**src/rtl/mole_spawn_ctrl.sv**
```systemverilog
// Whack-a-mole spawn/lifetime controller: tick prescaler, LFSR hole picker, per-hole timers.
// Optional MOLE_SPEEDUP_EN: lifetime shrinks by one every 4th hit, floored at 2.
module mole_spawn_ctrl #(
    parameter int unsigned TICK_DIV  = 10_000_000,
    parameter int unsigned MOLE_LIFE = 8,
    parameter int unsigned SPAWN_GAP = 4,
    parameter int unsigned MAX_MOLES = 3,
    parameter logic [15:0] LFSR_SEED = 16'hACE1
) (
    input  logic       clk,
    input  logic       rst,
    input  logic       enable,
    input  logic [3:0] whack_pos,
    output logic [8:0] map,
    output logic       hit_pulse,
    output logic       miss_pulse,
    output logic       escape_pulse
);

    localparam int PW = (TICK_DIV > 1) ? $clog2(TICK_DIV) : 1;

    logic [PW-1:0]   pre_q, pre_d;
    logic [15:0]     lfsr_q, lfsr_d;
    logic [3:0]      spawn_q, spawn_d;
    logic [8:0][3:0] cnt_q, cnt_d;
    logic [8:0]      map_q, map_d;
    logic            hit_q, miss_q, esc_q;
    logic            hit_d, miss_d, esc_d;

    logic       tick, attempt, do_spawn, found;
    logic [3:0] life, start, probe;
    logic [4:0] sum;
    logic [8:0] whack_vec, spawn_vec, expire;

    always_comb begin
        tick     = enable && (pre_q == PW'(TICK_DIV - 1));
        pre_d    = (!enable || tick) ? '0 : pre_q + 1'b1;
        lfsr_d   = {lfsr_q[14:0],
                    lfsr_q[15] ^ lfsr_q[13] ^ lfsr_q[12] ^ lfsr_q[10]};
        attempt  = tick && (spawn_q == 4'(SPAWN_GAP - 1));
        do_spawn = attempt && ($countones(map_q) < MAX_MOLES);
        if (!enable || attempt)
            spawn_d = '0;
        else if (tick)
            spawn_d = spawn_q + 1'b1;
        else
            spawn_d = spawn_q;
    end

    // First free hole at or above the random start, wrapping 8 -> 0.
    always_comb begin
        start     = 4'(lfsr_q[7:0] % 8'd9);
        spawn_vec = '0;
        found     = 1'b0;
        sum       = '0;
        probe     = '0;
        for (int k = 0; k < 9; k++) begin
            sum   = {1'b0, start} + 5'(k);
            probe = (sum > 5'd8) ? 4'(sum - 5'd9) : sum[3:0];
            if (!found && !map_q[probe]) begin
                spawn_vec[probe] = 1'b1;
                found            = 1'b1;
            end
        end
    end

    always_comb begin
        cnt_d  = cnt_q;
        map_d  = map_q;
        expire = '0;
        for (int i = 0; i < 9; i++) begin
            whack_vec[i] = enable && (whack_pos == 4'(i + 1));
            if (tick && cnt_q[i] != 4'd0) begin
                cnt_d[i] = cnt_q[i] - 1'b1;
                if (cnt_q[i] == 4'd1) begin
                    map_d[i]  = 1'b0;
                    expire[i] = 1'b1;
                end
            end
            if (whack_vec[i] && map_q[i]) begin
                cnt_d[i] = '0;
                map_d[i] = 1'b0;
            end
            if (do_spawn && spawn_vec[i]) begin
                cnt_d[i] = life;
                map_d[i] = 1'b1;
            end
        end
        if (!enable) begin
            cnt_d = '0;
            map_d = '0;
        end
        hit_d  = |(whack_vec & map_q);
        miss_d = |(whack_vec & ~map_q);
        // A hole whacked in its expiry cycle is a hit, not an escape.
        esc_d  = |(expire & ~whack_vec);
    end

    always_ff @(posedge clk or negedge rst) begin
        if (!rst) begin
            pre_q   <= '0;
            lfsr_q  <= LFSR_SEED;
            spawn_q <= '0;
            cnt_q   <= '0;
            map_q   <= '0;
            hit_q   <= 1'b0;
            miss_q  <= 1'b0;
            esc_q   <= 1'b0;
        end else begin
            pre_q   <= pre_d;
            lfsr_q  <= lfsr_d;
            spawn_q <= spawn_d;
            cnt_q   <= cnt_d;
            map_q   <= map_d;
            hit_q   <= hit_d;
            miss_q  <= miss_d;
            esc_q   <= esc_d;
        end
    end

`ifdef MOLE_SPEEDUP_EN
    logic [3:0] hits_q, hits_d, life_q, life_d;

    always_comb begin
        hits_d = hits_q;
        life_d = life_q;
        if (hit_d) begin
            hits_d = hits_q + 1'b1;
            if (hits_q[1:0] == 2'd3 && life_q > 4'd2)
                life_d = life_q - 1'b1;
        end
        if (!enable)
            life_d = 4'(MOLE_LIFE);
    end

    always_ff @(posedge clk or negedge rst) begin
        if (!rst) begin
            hits_q <= '0;
            life_q <= 4'(MOLE_LIFE);
        end else begin
            hits_q <= hits_d;
            life_q <= life_d;
        end
    end

    assign life = life_q;
`else
    assign life = 4'(MOLE_LIFE);
`endif

    assign map          = map_q;
    assign hit_pulse    = hit_q;
    assign miss_pulse   = miss_q;
    assign escape_pulse = esc_q;

endmodule
```
**config.mk**
```make
export PLATFORM = sky130hd
export DESIGN_NAME = mole_spawn_ctrl
export DESIGN_NICKNAME = d
export VERILOG_FILES = /design/src/rtl/mole_spawn_ctrl.sv
export SDC_FILE = /design/constraint.sdc
export NUM_CORES = 1
export LEC_CHECK = 0
export BUFFER_PORTS_ARGS = -buffer_cell sky130_fd_sc_hd__buf_2
export CORE_MARGIN = 1
export CORE_UTILIZATION = 55
export CTS_BUF_LIST = sky130_fd_sc_hd__clkbuf_8 sky130_fd_sc_hd__clkbuf_16
export DETAILED_ROUTE_END_ITERATION = 16
export GPL_TIMING_DRIVEN = 1
export HOLD_SLACK_MARGIN = 0.12
export PLACE_DENSITY_LB_ADDON = 0.3
export SYNTH_ARGS = -nofsm -noshare
export SYNTH_HDL_FRONTEND = slang
export SYNTH_SLANG_ARGS = --single-unit
```
**constraint.sdc**
```tcl
create_clock -name clk -period 20.3 [get_ports clk]
set_clock_uncertainty 0.1 [all_clocks]
set_input_delay 3.045 -clock clk [delete_from_list [all_inputs] [get_ports clk]]
set_output_delay 3.045 -clock clk [all_outputs]
set_load 0.01 [all_outputs]
```
Yosys cells after proc, flatten, opt, wreduce, memory -nomap -nowiden
Index checks and enable logic that the tools add are counted.
{"block": "word_totals", "ff_bits": 92, "elab_cells": 387, "out_inout_bits": 12}
{"block": "classes", "bitwise": 16, "n_lt_le_gt_ge": 28, "eq_ne": 38, "n_addsub": 36, "reduce_logical": 96, "mux": 148, "div_mod_pow": 1}
{"operator": "$mux W4", "count": 38}
{"operator": "$mux W9", "count": 10}
{"operator": "$mux W1", "count": 80}
{"operator": "$ne A4 B1 Y1 const B", "count": 18}
{"operator": "$or A9 B9 Y9", "count": 8}
{"operator": "$logic_and A1 B1 Y1", "count": 56}
{"operator": "$lt A4 B5 Y1 const B", "count": 9}
{"operator": "$eq A4 B1 Y1 const B", "count": 10}
{"operator": "$gt A5 B4 Y1 const B", "count": 8}
{"operator": "$bmux W1 S4", "count": 9}
{"operator": "$demux W1 S4", "count": 9}
{"operator": "$ge A4 B1 Y1 const B", "count": 9}
{"operator": "$mux W36", "count": 1}
{"operator": "$reduce_bool A4 Y1", "count": 9}
{"operator": "$sub A4 B1 Y4 const B", "count": 9}
{"operator": "$sub A4 B4 Y4 const B", "count": 9}
{"operator": "$and A9 B9 Y9", "count": 3}
{"operator": "$reduce_or A9 Y1", "count": 3}
{"operator": "$add A24 B1 Y24 const B", "count": 1}
{"operator": "$eq A24 B24 Y1 const B", "count": 1}
{"operator": "$mux W24", "count": 1}
{"operator": "$add A4 B3 Y5 const B", "count": 4}
{"operator": "$not A9 Y9", "count": 2}
{"operator": "$reduce_and A2 Y1", "count": 9}
{"operator": "other kinds (18)", "count": 47}

Longest topological paths before layout
Gate-level depths: netlist of run 1.
{"block": "logic_depth", "depth_word": 33, "ltp_mapped": 40, "depth_no_buf": 32}

Worst setup path before layout of run 1
OpenSTA, ideal clock, no wires.
{"block": "synth_path", "kind": "register to register", "startpoint": "register lfsr_q[6]", "endpoint": "register map_q[4], in the netlist map[4]", "path_stages_with_launch": 37, "path_buffers": 12, "synth_period_minus_slack_ns": 8.634, "setup_ns": 0.120, "t_arrival_ns": 8.414, "path_slack_ns": 11.666, "path_cell_list": "dfstp_2 -> buf_2 -> or3b_1 -> a31oi_1 -> a211o_2 -> inv_1 -> ha_1 -> o211a_1 -> o21ai_0 -> and2_1 -> ha_1 -> clkbuf_1 -> clkinv_1 -> nor2_1 -> a211oi_1 -> and4_1 -> buf_2 -> a211oi_2 -> xnor2_2 -> buf_2 -> clkbuf_1 -> buf_1 -> ha_1 -> clkbuf_1 -> clkbuf_1 -> clkbuf_1 -> clkbuf_1 -> clkbuf_1 -> nor2_1 -> a2111oi_0 -> o41ai_2 -> nor2_2 -> buf_4 -> mux2_2 -> a22oi_1 -> a31oi_2 -> a41o_1"}
{"block": "synth_via", "elab_chain_cells": 33}
{"element": "from (decl)", "line_no": "23", "rtl": "logic [15:0] lfsr_q, lfsr_d;"}
{"element": "from (signal assigned)", "line_no": "111", "rtl": "lfsr_q <= lfsr_d;"}
{"element": "$mod A8 B4 Y8 *", "line_no": "52", "rtl": "start = 4'(lfsr_q[7:0] % 8'd9);"}
{"element": "branches (longest 28 deep; another with $add A4 B1 Y5)"}
{"element": "$mux W9 *", "line_no": "60", "rtl": "if (!found && !map_q[probe]) begin"}
{"element": "$logic_and A1 B1 Y1 *", "line_no": "84", "rtl": "if (do_spawn && spawn_vec[i]) begin"}
{"element": "$ne A4 B1 Y1 (no line) / $mux W1 (equally long branches)"}
{"element": "$reduce_and A2 Y1 (no line) / $mux W9 (equally long branches)"}
{"element": "to (signal assigned)", "line_no": "114", "rtl": "map_q <= map_d;"}
{"element": "to (decl)", "line_no": "26", "rtl": "logic [8:0] map_q, map_d;"}
Every way passes the cells marked *. The select of a mux whose other input is x is not followed.
A chain may end at the register's enable or synchronous reset.

Worst setup path after layout of run 1
{"block": "layout_path", "startpoint": "register lfsr_q[2]", "endpoint": "register cnt_q[8] (netlist name)"}
{"block": "layout_via", "elab_chain_cells": 33}
{"element": "$mod A8 B4 Y8 *", "line_no": "52"}
{"element": "branches (longest 28 deep; another with $add A4 B1 Y5)"}
{"element": "$mux W9 *", "line_no": "60"}
{"element": "$logic_and A1 B1 Y1 *", "line_no": "84"}
{"element": "$mux W4", "line_no": "84"}
{"element": "$mux W36", "line_no": "89", "rtl": "if (!enable) begin"}
{"element": "to (signal assigned)", "line_no": "113", "rtl": "cnt_q <= cnt_d;"}
{"element": "to (decl)", "line_no": "25", "rtl": "logic [8:0][3:0] cnt_q, cnt_d;"}
Marked as above.

==> impl_results.rst, run 1 <==
.. list-table::
   :header-rows: 1

   * - Metric
     - Value
   * - Drt drc
     - 0
   * - Status
     - finished, final reports clean
   * - GR Util All Layers
     - approximately a third
   * - Weighted congestion at the end of routability-driven global placement
     - 1.01
   * - Relative contribution of combinational cells to total power
     - 3.0%
   * - NetSw
     - between 80 and 90 uW
   * - Number of rows created at floorplan
     - slightly above 50
   * - Unrepaired setup endpoints after global routing
     - false
   * - DIE HEIGHT
     - 144 um
   * - Core area
     - about 20,000 um^2
   * - Maximum level of the CTS H-tree
     - 3
   * - Hold violation total from the final report
     - 0
   * - Max Clock Freq
     - between 90 and 100 MHz
   * - Async set-reset flop share out of synthesis
     - 100%
   * - Die outline width
     - about 140 um
   * - Antenna Nets Post-Route
     - 0
   * - Wire per inst
     - between 20 and 25 um
   * - Post-Syn Nets
     - 1,466
   * - Unique cell type count in the Yosys netlist
     - between 100 and 150
   * - Final Setup Violations
     - 0
   * - Post-synth top area cell
     - sky130_fd_sc_hd__dfrtp_1
   * - Clock Root Buffer
     - sky130_fd_sc_hd__clkbuf_16
   * - Worst reg2reg startpoint
     - lfsr_q[2]
   * - Effective utilization at floorplan
     - a little under three fifths
   * - Clock latency at the later pin of the worst-skew pair
     - approximately 350 ps
   * - Total power divided by cell area
     - 31.8 nW/um^2
   * - Prevailing post-synth register cell
     - sky130_fd_sc_hd__dfrtp_1
   * - Resize count post-CTS
     - 0
   * - Critical Path Most Common Cell
     - sky130_fd_sc_hd__ha_1
   * - FF-to-FF End
     - cnt_q[8]
   * - Switch share
     - ~23%
   * - Slowest stage cell on the critical path
     - sky130_fd_sc_hd__dfrtp_1
   * - R2R cell count
     - 29
   * - Final net count
     - 1,425
   * - CP top delay family
     - compound AO/OA/AOI/OAI gates
   * - Largest net degree at the start of global routing
     - 76
   * - Fraction of post-synthesis cell area in the top cell type by area
     - a little under a fifth
   * - Number of cells on the worst hold path
     - 0
   * - Number of warnings issued by yosys
     - 0
   * - Violation count after the first detailed-routing iteration
     - 1,059
   * - Number of buffers and inverters on the critical path
     - 3
   * - CTS tree
     - done
   * - Sequential group share of total power
     - around half
   * - Post-CTS repair timing setup buffer count
     - 0
   * - Sequential fraction of the synthesis area
     - between 20% and 30%
   * - Inserted Clock Buffers
     - 9
   * - DRT Pass-1 Iters
     - 6
   * - Final setup TNS
     - 0 ps
   * - CP Data Required Time
     - 20,420 ps
   * - Worst slew pin tran
     - a little under 1000 ps
   * - Critical path class
     - register to register
   * - Global-route wire length before repair
     - roughly 56 mm
   * - Post-synth EDFFs
     - 0
   * - Number of global-route vias before repair
     - 10,300
   * - Max Slew Vio Count
     - 0
   * - Area grow syn2layout
     - 3.77%
   * - FILL cells
     - 1,793
   * - Fraction of final layout cells sized beyond drive strength 1
     - between 10 and 15%
   * - Critical path endpoint category
     - register
   * - Post-synthesis area per instance
     - a little under 8 um^2
   * - Arrival time at the worst endpoint
     - 10,510 ps
   * - Hold WC Path Type
     - register to register
   * - Leftover overflow at the end of global routing
     - 0
   * - Io pins
     - 19
   * - Origin of the worst min-delay path
     - lfsr_q[14]
   * - Number of port buffers
     - 18
   * - Internal cell power
     - between 200 and 300 uW
   * - Worst Hold Endpoint
     - lfsr_q[15]
   * - Clk pwr share
     - approximately 47%
   * - Diodes inserted
     - 0
   * - Number of hold-repair buffers added at the cts stage
     - 0
   * - Leading post-synthesis cells by cell area
     - sky130_fd_sc_hd__dfrtp_1 (19%), sky130_fd_sc_hd__ha_1 (5.5%), sky130_fd_sc_hd__nand2_1 (4.7%), sky130_fd_sc_hd__nor2_1 (4.5%), sky130_fd_sc_hd__mux2i_1 (2.8%)
   * - Leakage power
     - ~4.5 nW
   * - Top fanout value on the critical path
     - 21
   * - HPWL Detailed
     - around 26 mm
   * - DIE AREA
     - roughly 21,000 um^2
   * - Critical Path Max Stage Delay
     - ~650 ps
   * - Kind of start point of the critical path
     - register
   * - Part of the cycle the worst path needs
     - roughly half
   * - Vias after detailed routing
     - between 10,000 and 15,000
   * - Core utilization of the finished layout
     - 58.9%
   * - Largest vdd supply drop
     - between 0.04 and 0.05 mV
   * - Reg2reg setup slack
     - between 9000 and 10,000 ps
   * - Via density per instance
     - 6.95
   * - Longest Clk Path Bufs
     - 2
   * - Antenna violations before repair
     - 0
   * - Total clock sinks
     - just over 90
   * - Remaining max-slew budget at the tightest pin
     - about 34%
   * - Number of instances in the synthesized netlist
     - around 1,400
   * - Min Clock Period, post-route
     - about 10,000 ps
   * - Clock slew at the register clock pins of the worst setup and hold paths
     - around 70 ps
   * - Origin of the worst setup path
     - lfsr_q[2]
   * - Total wirelength of the detailed-routed design
     - roughly 36 mm
   * - Mapped cell area
     - around 11,000 um^2
   * - Register bit total from synthesis
     - 92
   * - Count of maximum capacitance violations
     - 0
-- layer usage --
metal / vias to the layer above / wire length (um) / part of all wire, % / GRT usage [%]
met4: 0 / 1710 / 4.8 / 16.9
met5: - / 0 / 0 / 0
met3: 115 / 3380 / 9.4 / 7.85
li1: 5240 / - / - / -
met1: 5413 / 15200 / 42 / 46.3
met2: 593 / 15500 / 43 / 52.9
-- Yosys cell counts, drive strengths merged, types with 10 or more instances --
master and number:
nand2 140, nor2 134, dfrtp 84, nand3 64, o21ai 62, a21oi 61, inv 56, nor3 53
ha 49, clkbuf 47, buf 41, xnor2 40, nand4 33, mux2i 31, a31oi 30, a211oi 27
nor4 22, nand2b 21, and2 20, o211ai 20, xor2 19, a22oi 16, o31ai 16, and3 15
mux2 14, or3 13, a21o 12, a2111oi 11, a311oi 10, nor2b 10, o211a 10, o22ai 10
-- final cells by class --
type,count,area (um^2),share of cell area [%]
clock buffer,9,225,1.95
clock inverter,7,83.8,0.724
inverter,59,226,1.96
multi-input combinational,1166,8170,70.6
sequential,92,2310,20.0
tap,265,332,2.87
timing repair buffer,36,228,1.97
-- worst reg2reg max path: cells and delay by family (launching register included) --
| kind | cells | cell delay, ps |
|---|---|---|
| DFF | 1 | 650 |
| and+or+nand+nor | 7 | 2250 |
| AOI/OAI and AO/OA | 16 | 5160 |
| adders and majority gates | 3 | 1220 |
| buffers and inverters | 3 | 890 |
-- power groups by stage --
stage,registers [mW],clock network (mW),logic (mW)
floorplan,0.188,0,0.00510
global placement,0.188,0,0.0112
detailed placement,0.188,0,0.0113
CTS,0.185,0.176,0.0114
global route,0.185,0.183,0.0128
finish,0.185,0.172,0.0111
-- stage by stage --
step | setup WS, ps | cells | hold WS [ps] | cell area [um^2] | total power, mW
after floorplan | 11670 | 1405 | 231 | 11200 | 0.193
after global placement | 10630 | 1618 | 238 | 11300 | 0.199
after detailed placement | 10260 | 1618 | 239 | 11300 | 0.199
after CTS | 10230 | 1634 | 265 | 11600 | 0.372
after global routing | 9360 | 1634 | 277 | 11600 | 0.381
final | 9910 | 1634 | 257 | 11600 | 0.368
-- worst max-delay path by stage --
stage / to / slack [ps] / cells past startpoint
6_report: cnt_q[8] / 9910 / 29
5_1_grt: cnt_q[9] / 9360 / 29
4_1_cts: cnt_q[10] / 10230 / 29
3_5_place_dp: cnt_q[10] / 10260 / 29
3_3_place_gp: map[3] / 10630 / 30
2_1_floorplan: map[4] / 11670 / 36
-- flip-flops by register name, indices dropped and copies added (netlist names) --
| register | count |
|---|---|
| cnt_q | 36 |
| escape_pulse | 1 |
| lfsr_q | 16 |
| pre_q | 24 |
| miss_pulse | 1 |
| spawn_q | 4 |
| hit_pulse | 1 |
| map | 9 |
-- cell families after synthesis --
logic type / after synthesis / share of synthesized area, %
flip-flops: 92 / 20.7
adder cells (fa/ha/maj): 55 / 6.48
XOR/XNOR: 59 / 5.24
buffers and inverters: 147 / 6.17
multiplexers: 45 / 4.20
AO/OA/AOI/OAI: 414 / 29.4
AND/OR/NAND/NOR: 593 / 27.8
-- cells in the final DEF (no fill, tap or decap), types with 11 or more instances in the layout --
| cell type | count |
|---|---|
| sky130_fd_sc_hd__a211oi_1 | 20 |
| sky130_fd_sc_hd__a21o_1 | 12 |
| sky130_fd_sc_hd__a21oi_1 | 60 |
| sky130_fd_sc_hd__a22oi_1 | 15 |
| sky130_fd_sc_hd__a31oi_1 | 24 |
| sky130_fd_sc_hd__and2_1 | 18 |
| sky130_fd_sc_hd__and3_1 | 13 |
| sky130_fd_sc_hd__buf_2 | 17 |
| sky130_fd_sc_hd__buf_4 | 19 |
| sky130_fd_sc_hd__dfrtp_1 | 84 |
| sky130_fd_sc_hd__ha_1 | 48 |
| sky130_fd_sc_hd__inv_1 | 54 |
| sky130_fd_sc_hd__mux2_2 | 13 |
| sky130_fd_sc_hd__mux2i_1 | 31 |
| sky130_fd_sc_hd__nand2_1 | 139 |
| sky130_fd_sc_hd__nand2b_1 | 21 |
| sky130_fd_sc_hd__nand3_1 | 61 |
| sky130_fd_sc_hd__nand4_1 | 32 |
| sky130_fd_sc_hd__nor2_1 | 133 |
| sky130_fd_sc_hd__nor3_1 | 50 |
| sky130_fd_sc_hd__nor4_1 | 21 |
| sky130_fd_sc_hd__o211ai_1 | 18 |
| sky130_fd_sc_hd__o21ai_0 | 50 |
| sky130_fd_sc_hd__o21ai_1 | 11 |
| sky130_fd_sc_hd__o31ai_1 | 14 |
| sky130_fd_sc_hd__or3_1 | 13 |
| sky130_fd_sc_hd__xnor2_1 | 34 |
| sky130_fd_sc_hd__xor2_1 | 19 |
No activity file was read; power rests on OpenSTA's default activity.
==> run 2: changes to the inputs <==
Settings changed: ABC_AREA from default to 1.
Clock period 20.3 ns to 9 ns, I/O delays scaled along.
==> impl_results.rst, run 2 <==
.. list-table::
   :header-rows: 1

   * - Metric
     - Value
   * - Status
     - finished, final reports clean
   * - Wire length the detailed router placed on met1
     - 10.9 mm (-28%)
   * - DIE HEIGHT
     - 131 um (-9.1%)
   * - Via density per instance
     - 5.61 (-19%)
   * - GR Util All Layers
     - 28.9% (-5.8 points)
   * - Core area
     - 16,100 um^2 (-18%)
   * - Largest net degree at the start of global routing
     - 63 (-17%)
   * - Count of maximum capacitance violations
     - 0 (unchanged)
   * - Routed length on met3
     - 1.43 mm (-58%)
   * - Area grow syn2layout
     - 6.08%
   * - Mapped cell area
     - 9200 um^2 (-18%)
   * - Top fanout value on the critical path
     - 21 (unchanged)
   * - Critical Path Max Stage Delay
     - 780 ps (+130 ps)
   * - Internal cell power
     - 652 uW (+130%)
   * - Total power divided by cell area
     - 87.6 nW/um^2 (+180%)
   * - Most common library cell in the layout ignoring fill and taps
     - sky130_fd_sc_hd__nand2_1
   * - Unique cell type count in the Yosys netlist
     - 52 (-60%)
   * - Leakage power
     - 4.91 nW (+9.8%)
   * - Io pins
     - 19 (unchanged)
   * - Min Clock Period, post-route
     - 7710 ps (-2690 ps)
   * - Number of rows created at floorplan
     - 46 (-9.8%)
   * - Kind of start point of the critical path
     - register
   * - Number of port buffers
     - 18 (unchanged)
   * - Fraction of final layout cells sized beyond drive strength 1
     - 9.89% (-1.4 points)
   * - Number of instances in the synthesized netlist
     - 1,464 (+4.2%)
   * - Violation count after the first detailed-routing iteration
     - 734 (-31%)
   * - Clk pwr share
     - 44.9% (-1.9 points)
   * - Post-synth top area cell
     - sky130_fd_sc_hd__dfrtp_1
   * - Number of hold-repair buffers added at the cts stage
     - 0 (unchanged)
   * - Fraction of post-synthesis cell area in the top cell type by area
     - 22.9% (+4.0 points)
   * - Final setup TNS
     - 0 ps (unchanged)
   * - Number of buffers and inverters on the critical path
     - 8 (+5)
   * - DIE AREA
     - 17,200 um^2 (-17%)
   * - Reg2reg setup slack
     - 1290 ps (-8610 ps)
   * - Total clock sinks
     - 92 (unchanged)
   * - Max Clock Freq
     - 130 MHz (+35%)
   * - Wire per inst
     - 14.5 um (-34%)
   * - Global-route wire length before repair
     - 40.8 mm (-27%)
   * - Arrival time at the worst endpoint
     - 7840 ps (-2670 ps)
   * - Switch share
     - 23.8% (+0.98 points)
   * - Largest vdd supply drop
     - 0.0847 mV (+81%)
   * - Die outline width
     - 131 um (-9.1%)
   * - CP top delay family
     - simple AND/OR/NAND/NOR gates
   * - Non-Filler Cell Area, Final
     - 9760 um^2 (-16%)
   * - Sequential fraction of the synthesis area
     - 25.1% (+4.4 points)
   * - Leftover overflow at the end of global routing
     - 0 (unchanged)
   * - Post-synth EDFFs
     - 0 (unchanged)
   * - HPWL Detailed
     - 18.6 mm (-29%)
   * - Leading post-synthesis cells by cell area
     - sky130_fd_sc_hd__dfrtp_1 (23%), sky130_fd_sc_hd__nand2_1 (17%), sky130_fd_sc_hd__nand3_1 (9.3%), sky130_fd_sc_hd__nor2_1 (8.1%), sky130_fd_sc_hd__inv_1 (6.8%)
   * - Clock slew at the register clock pins of the worst setup and hold paths
     - 70 ps (about the same)
   * - Antenna Nets Post-Route
     - 0 (unchanged)
   * - Unrepaired setup endpoints after global routing
     - false
   * - Post-CTS repair timing setup buffer count
     - 0 (unchanged)
   * - Max reg flops
     - 36 (unchanged)
   * - Longest Clk Path Bufs
     - 2 (unchanged)
   * - Relative contribution of combinational cells to total power
     - 5.4% (+2.4 points)
   * - Number of warnings issued by yosys
     - 0 (unchanged)
   * - Clock latency at the later pin of the worst-skew pair
     - 350 ps (about the same)
   * - Biggest registers after layout
     - cnt_q (36), pre_q (24), lfsr_q (16)
   * - Sequential group share of total power
     - 49.7% (-0.5 points)
   * - Slowest stage cell on the critical path
     - sky130_fd_sc_hd__ha_1
   * - Critical path class
     - register to register
   * - Weighted congestion at the end of routability-driven global placement
     - 0.979 (-2.7%)
   * - Critical path endpoint category
     - register
   * - Placement-stage worst setup slack
     - 1380 ps (-8880 ps)
   * - CTS tree
     - done
   * - Async set-reset flop share out of synthesis
     - 100% (unchanged)
   * - CP Data Required Time
     - 9130 ps (-11,290 ps)
   * - Worst slew pin tran
     - 1080 ps (+103 ps)
   * - Hold WC Path Type
     - register to register
   * - Clock Root Buffer
     - sky130_fd_sc_hd__clkbuf_16
   * - Post-synthesis area per instance
     - 6.28 um^2 (-21%)
   * - Max Slew Vio Count
     - 0 (unchanged)
   * - Diodes inserted
     - 0 (unchanged)
   * - Final worst slack
     - 1290 ps (-8610 ps)
   * - Register bit total from synthesis
     - 92 (unchanged)
   * - Part of the cycle the worst path needs
     - 85.6% (+34 points)
   * - DRT Pass-1 Iters
     - 6 (unchanged)
   * - Maximum level of the CTS H-tree
     - 3 (unchanged)
   * - Post-Syn Nets
     - 1,525 (+4.0%)
   * - Final net count
     - 1,532 (+7.5%)
   * - Antenna violations before repair
     - 0 (unchanged)
   * - Inserted Clock Buffers
     - 9 (unchanged)
   * - Resize count post-CTS
     - 0 (unchanged)
   * - Hold violation total from the final report
     - 0 (unchanged)
   * - NetSw
     - 203 uW (+140%)
   * - Reg with most FFs
     - cnt_q
   * - Critical Path Most Common Cell
     - sky130_fd_sc_hd__nand2_1
   * - Top library cells by usage in the layout, fill and taps aside
     - sky130_fd_sc_hd__nand2_1 (418), sky130_fd_sc_hd__nor2_1 (199), sky130_fd_sc_hd__nand3_1 (171), sky130_fd_sc_hd__inv_1 (167), sky130_fd_sc_hd__dfrtp_1 (84)
   * - Routed length on met2
     - 11.4 mm (-27%)
   * - Number of global-route vias before repair
     - 8,784 (-15%)
   * - Most frequent cells after synthesis
     - sky130_fd_sc_hd__nand2_1 (418), sky130_fd_sc_hd__nor2_1 (199), sky130_fd_sc_hd__nand3_1 (171)
   * - Core utilization of the finished layout
     - 60.6% (+1.7 points)
   * - Cell with the most instances after synthesis
     - sky130_fd_sc_hd__nand2_1
   * - Vias after detailed routing
     - 9,500 (-16%)
   * - Remaining max-slew budget at the tightest pin
     - 27.1% (-7.2 points)
   * - Power Total
     - 855 uW (+130%)
   * - Effective utilization at floorplan
     - 57.1% (+0.34 points)
   * - Drt drc
     - 0 (unchanged)
   * - Highest metal layer used by the detailed router
     - met4
   * - Post-DP Area
     - 9460 um^2 (-16%)
   * - Prevailing post-synth register cell
     - sky130_fd_sc_hd__dfrtp_1
   * - Total wirelength of the detailed-routed design
     - 24.5 mm (-32%)
   * - Final Setup Violations
     - 0 (unchanged)
run 2: final cells by class:
cell class	count	area [um^2]
clock buffers	9	225
clock inverters	7	75.1
fillers	1548	6360
inverters	187	702
multi-input cells	1162	6070
flip-flops and latches	92	2310
well taps	216	270
repair buffers	19	100
run 2: per-stage QoR:
step	cells	hold slack [ps]
6_report	1692	254
5_1_grt	1692	266
4_1_cts	1692	258
3_3_place_gp	1676	237
3_5_place_dp	1676	247
2_1_floorplan	1464	231
run 2: worst paths after layout:
kind,start,to,cells after the start
worst max-delay path,lfsr_q[5],cnt_q[22],50
max in group asynchronous,rst,cnt_q[29],2
worst min register to register,lfsr_q[9],lfsr_q[10],0
min in group asynchronous,rst,cnt_q[26],1
worst max register to register,lfsr_q[5],cnt_q[22],50
worst min-delay path,lfsr_q[9],lfsr_q[10],0
run 2: power by group through the flow:
stage,Clock (mW),Combinational [mW],Sequential [mW]
6_report,0.384,0.0460,0.425
5_1_grt,0.406,0.0532,0.426
4_1_cts,0.390,0.0465,0.425
3_5_place_dp,0,0.0461,0.433
3_3_place_gp,0,0.0452,0.432
2_1_floorplan,0,0.0287,0.432
run 2: logic make-up after synthesis:
| logic type | share of synthesized area, % |
|---|---|
| simple gates | 46.9 |
| flops | 25.1 |
| compound gates | 8.13 |
| fa+ha+maj | 7.75 |
| xor+xnor | 3.22 |
| buf+inv | 8.84 |
run 2: metal layers:
metal | global-route usage, % | vias to the layer above
met3 | 3.28 | 68
met4 | 11.9 | 0
met5 | 0 | -
met1 | 37.6 | 4375
met2 | 48.8 | 325
li1 | - | 4732
==> run 3: changes to the inputs <==
Settings changed: ABC_AREA 1 to 0.
==> impl_results.rst, run 3 (synthesis results as in run 1) <==
.. list-table::
   :header-rows: 1

   * - Metric
     - Value
   * - Part of the cycle the worst path needs
     - 95.9% (+10 points)
   * - Max Clock Freq
     - 116 MHz (-11%)
   * - Final Setup Violations
     - 0 (unchanged)
   * - Total area of multi-input combinational cells
     - 8330 um^2 (+37%)
   * - HPWL Detailed
     - 25.6 mm (+38%)
   * - Worst hold-check slack
     - 260 ps (+5.89 ps)
   * - Count of maximum capacitance violations
     - 0 (unchanged)
   * - Io pins
     - 19 (unchanged)
   * - Reg2reg setup slack
     - 370 ps (-930 ps)
   * - CP Data Required Time
     - 9130 ps (about the same)
   * - Number of rows created at floorplan
     - 51 (+11%)
   * - Longest Clk Path Bufs
     - 2 (unchanged)
   * - Critical path endpoint category
     - register
   * - Final net count
     - 1,446 (-5.6%)
   * - Critical Path Max Stage Delay
     - 730 ps (-50 ps)
   * - Slowest stage cell on the critical path
     - sky130_fd_sc_hd__dfstp_4
   * - DIE HEIGHT
     - 144 um (+10%)
   * - Wire per inst
     - 21.2 um (+47%)
   * - Number of hold-repair buffers added at the cts stage
     - 0 (unchanged)
   * - Antenna Nets Post-Route
     - 0 (unchanged)
   * - Leakage power
     - 4.63 nW (-5.7%)
   * - Weighted congestion at the end of routability-driven global placement
     - 1.01 (+3.3%)
   * - Vias after detailed routing
     - 11,500 (+21%)
   * - Worst slew pin tran
     - 1260 ps (+179 ps)
   * - Arrival time at the worst endpoint
     - 8760 ps (+920 ps)
   * - Final cell count without fillers
     - 1,655 (-2.2%)
   * - GR Util All Layers
     - 34.4% (+5.5 points)
   * - Final setup TNS
     - 0 ps (unchanged)
   * - Top library cells by usage in the layout, fill and taps aside
     - sky130_fd_sc_hd__nand2_1 (137), sky130_fd_sc_hd__nor2_1 (133), sky130_fd_sc_hd__dfrtp_1 (83), sky130_fd_sc_hd__nand3_1 (61), sky130_fd_sc_hd__a21oi_1 (60)
   * - DIE AREA
     - 20,800 um^2 (+21%)
   * - Number of port buffers
     - 18 (unchanged)
   * - Max reg flops
     - 36 (unchanged)
   * - Top fanout value on the critical path
     - 23 (+9.5%)
   * - Remaining max-slew budget at the tightest pin
     - 15.5% (-12 points)
   * - Total wirelength of the detailed-routed design
     - 35.1 mm (+43%)
   * - Reg with most FFs
     - cnt_q
   * - Max Slew Vio Count
     - 0 (unchanged)
   * - Leftover overflow at the end of global routing
     - 0 (unchanged)
   * - Clock latency at the later pin of the worst-skew pair
     - 340 ps (about the same)
   * - DRT Pass-1 Iters
     - 6 (unchanged)
   * - Clock slew at the register clock pins of the worst setup and hold paths
     - 70 ps (about the same)
   * - Die outline width
     - 144 um (+10%)
   * - Number of instances in the placed design
     - 1,635 (-2.4%)
   * - Largest vdd supply drop
     - 0.119 mV (+40%)
   * - Clock Root Buffer
     - sky130_fd_sc_hd__clkbuf_16
   * - Hold WC Path Type
     - register to register
   * - CTS tree
     - done
   * - Effective utilization at floorplan
     - 56.7% (-0.34 points)
   * - Area grow syn2layout
     - 6.93%
   * - Largest net degree at the start of global routing
     - 68 (+7.9%)
   * - Drt drc
     - 0 (unchanged)
   * - Kind of start point of the critical path
     - register
   * - Diodes inserted
     - 0 (unchanged)
   * - FILL cells
     - 1,809 (+17%)
   * - Fraction of final layout cells sized beyond drive strength 1
     - 13.8% (+3.9 points)
   * - Min Clock Period, post-route
     - 8630 ps (+926 ps)
   * - Biggest registers after layout
     - cnt_q (36), pre_q (24), lfsr_q (16)
   * - Most common library cell in the layout ignoring fill and taps
     - sky130_fd_sc_hd__nand2_1
   * - Number of global-route vias before repair
     - 10,500 (+20%)
   * - Inserted Clock Buffers
     - 9 (unchanged)
   * - Core area
     - 19,700 um^2 (+22%)
   * - Critical path class
     - register to register
   * - Antenna violations before repair
     - 0 (unchanged)
   * - Maximum level of the CTS H-tree
     - 3 (unchanged)
   * - Hold violation total from the final report
     - 0 (unchanged)
   * - Sequential standard cell area
     - 2320 um^2 (+0.22%)
   * - Via density per instance
     - 6.96 (+24%)
   * - Violation count after the first detailed-routing iteration
     - 1,255 (+71%)
   * - Total clock sinks
     - 92 (unchanged)
   * - Power Total
     - 863 uW (+0.97%)
   * - Global-route wire length before repair
     - 56.0 mm (+37%)
   * - Status
     - finished, final reports clean
   * - Total power divided by cell area
     - 72.4 nW/um^2 (-17%)
## run 3: cell count changes in the layout (fill, tap and decap cells not counted), sizes merged, moves of 21 or more
| cell | before | now |
|---|---|---|
| nor3 | 24 | 53 |
| nand3 | 188 | 64 |
| a31oi | 7 | 30 |
| nor2 | 216 | 134 |
| inv | 188 | 57 |
| a211oi | 1 | 27 |
| nand2b | 0 | 21 |
| mux2i | 0 | 31 |
| xnor2 | 12 | 40 |
| nand2 | 457 | 140 |
| buf | 19 | 56 |
## run 3: report_power, final
part           switching (mW)  total [mW]  leakage, nW  internal [mW]
logic                  0.0200      0.0255         3.21        0.00550
registers             0.00109       0.416         1.25          0.415
clock network           0.156       0.421        0.166          0.265
total                   0.177       0.863         4.63          0.686
## run 3: what timing repair did
item / CTS / global route
gates resized for setup: 0 / 30
endpoints found under the setup margin: 0 / 45
setup buffers: 0 / 3
## run 3: final timing paths
check | from | end | cells after the start
min | lfsr_q[14] | lfsr_q[15] | 0
min in group asynchronous | rst | cnt_q[30] | 1
min reg2reg | lfsr_q[14] | lfsr_q[15] | 0
max | lfsr_q[7] | map[3] | 29
max in group asynchronous | rst | lfsr_q[4] | 2
max reg2reg | lfsr_q[7] | map[3] | 29
## run 3: metal layers
| layer | global-route usage (%) | vias up | part of all wire (%) |
|---|---|---|---|
| met5 | 0 | - | 0 |
| met4 | 16.5 | 0 | 4.5 |
| met3 | 6.23 | 138 | 10 |
| met2 | 53.7 | 698 | 44 |
| met1 | 45.6 | 5399 | 41 |
| li1 | - | 5288 | - |
## run 3: worst max-delay path, delay by kind of cell (launching register included)
kind                     cells  cell delay [ps]
AND/OR/NAND/NOR              7             1600
buffers and inverters        6             1200
AO/OA/AOI/OAI               13             3920
adder cells (fa/ha/maj)      3              960
flip-flops                   1              730
## run 3: layout make-up
cell class,count,area share [%]
clock buffer,12,2.23
multi-input combinational,1167,69.9
clock inverter,4,0.598
sequential,92,19.4
inverter,59,1.90
timing repair buffer,56,3.17
tap,265,2.78
## run 3: per-stage QoR
step,cell area (um^2),utilization [%],worst slack [ps]
final,11900,60.7,368
after global routing,11900,60.7,-8.70
after CTS,11700,59.7,70.2
after detailed placement,11400,58.0,93.4
after global placement,11400,58.0,383
after floorplan,11200,-,366
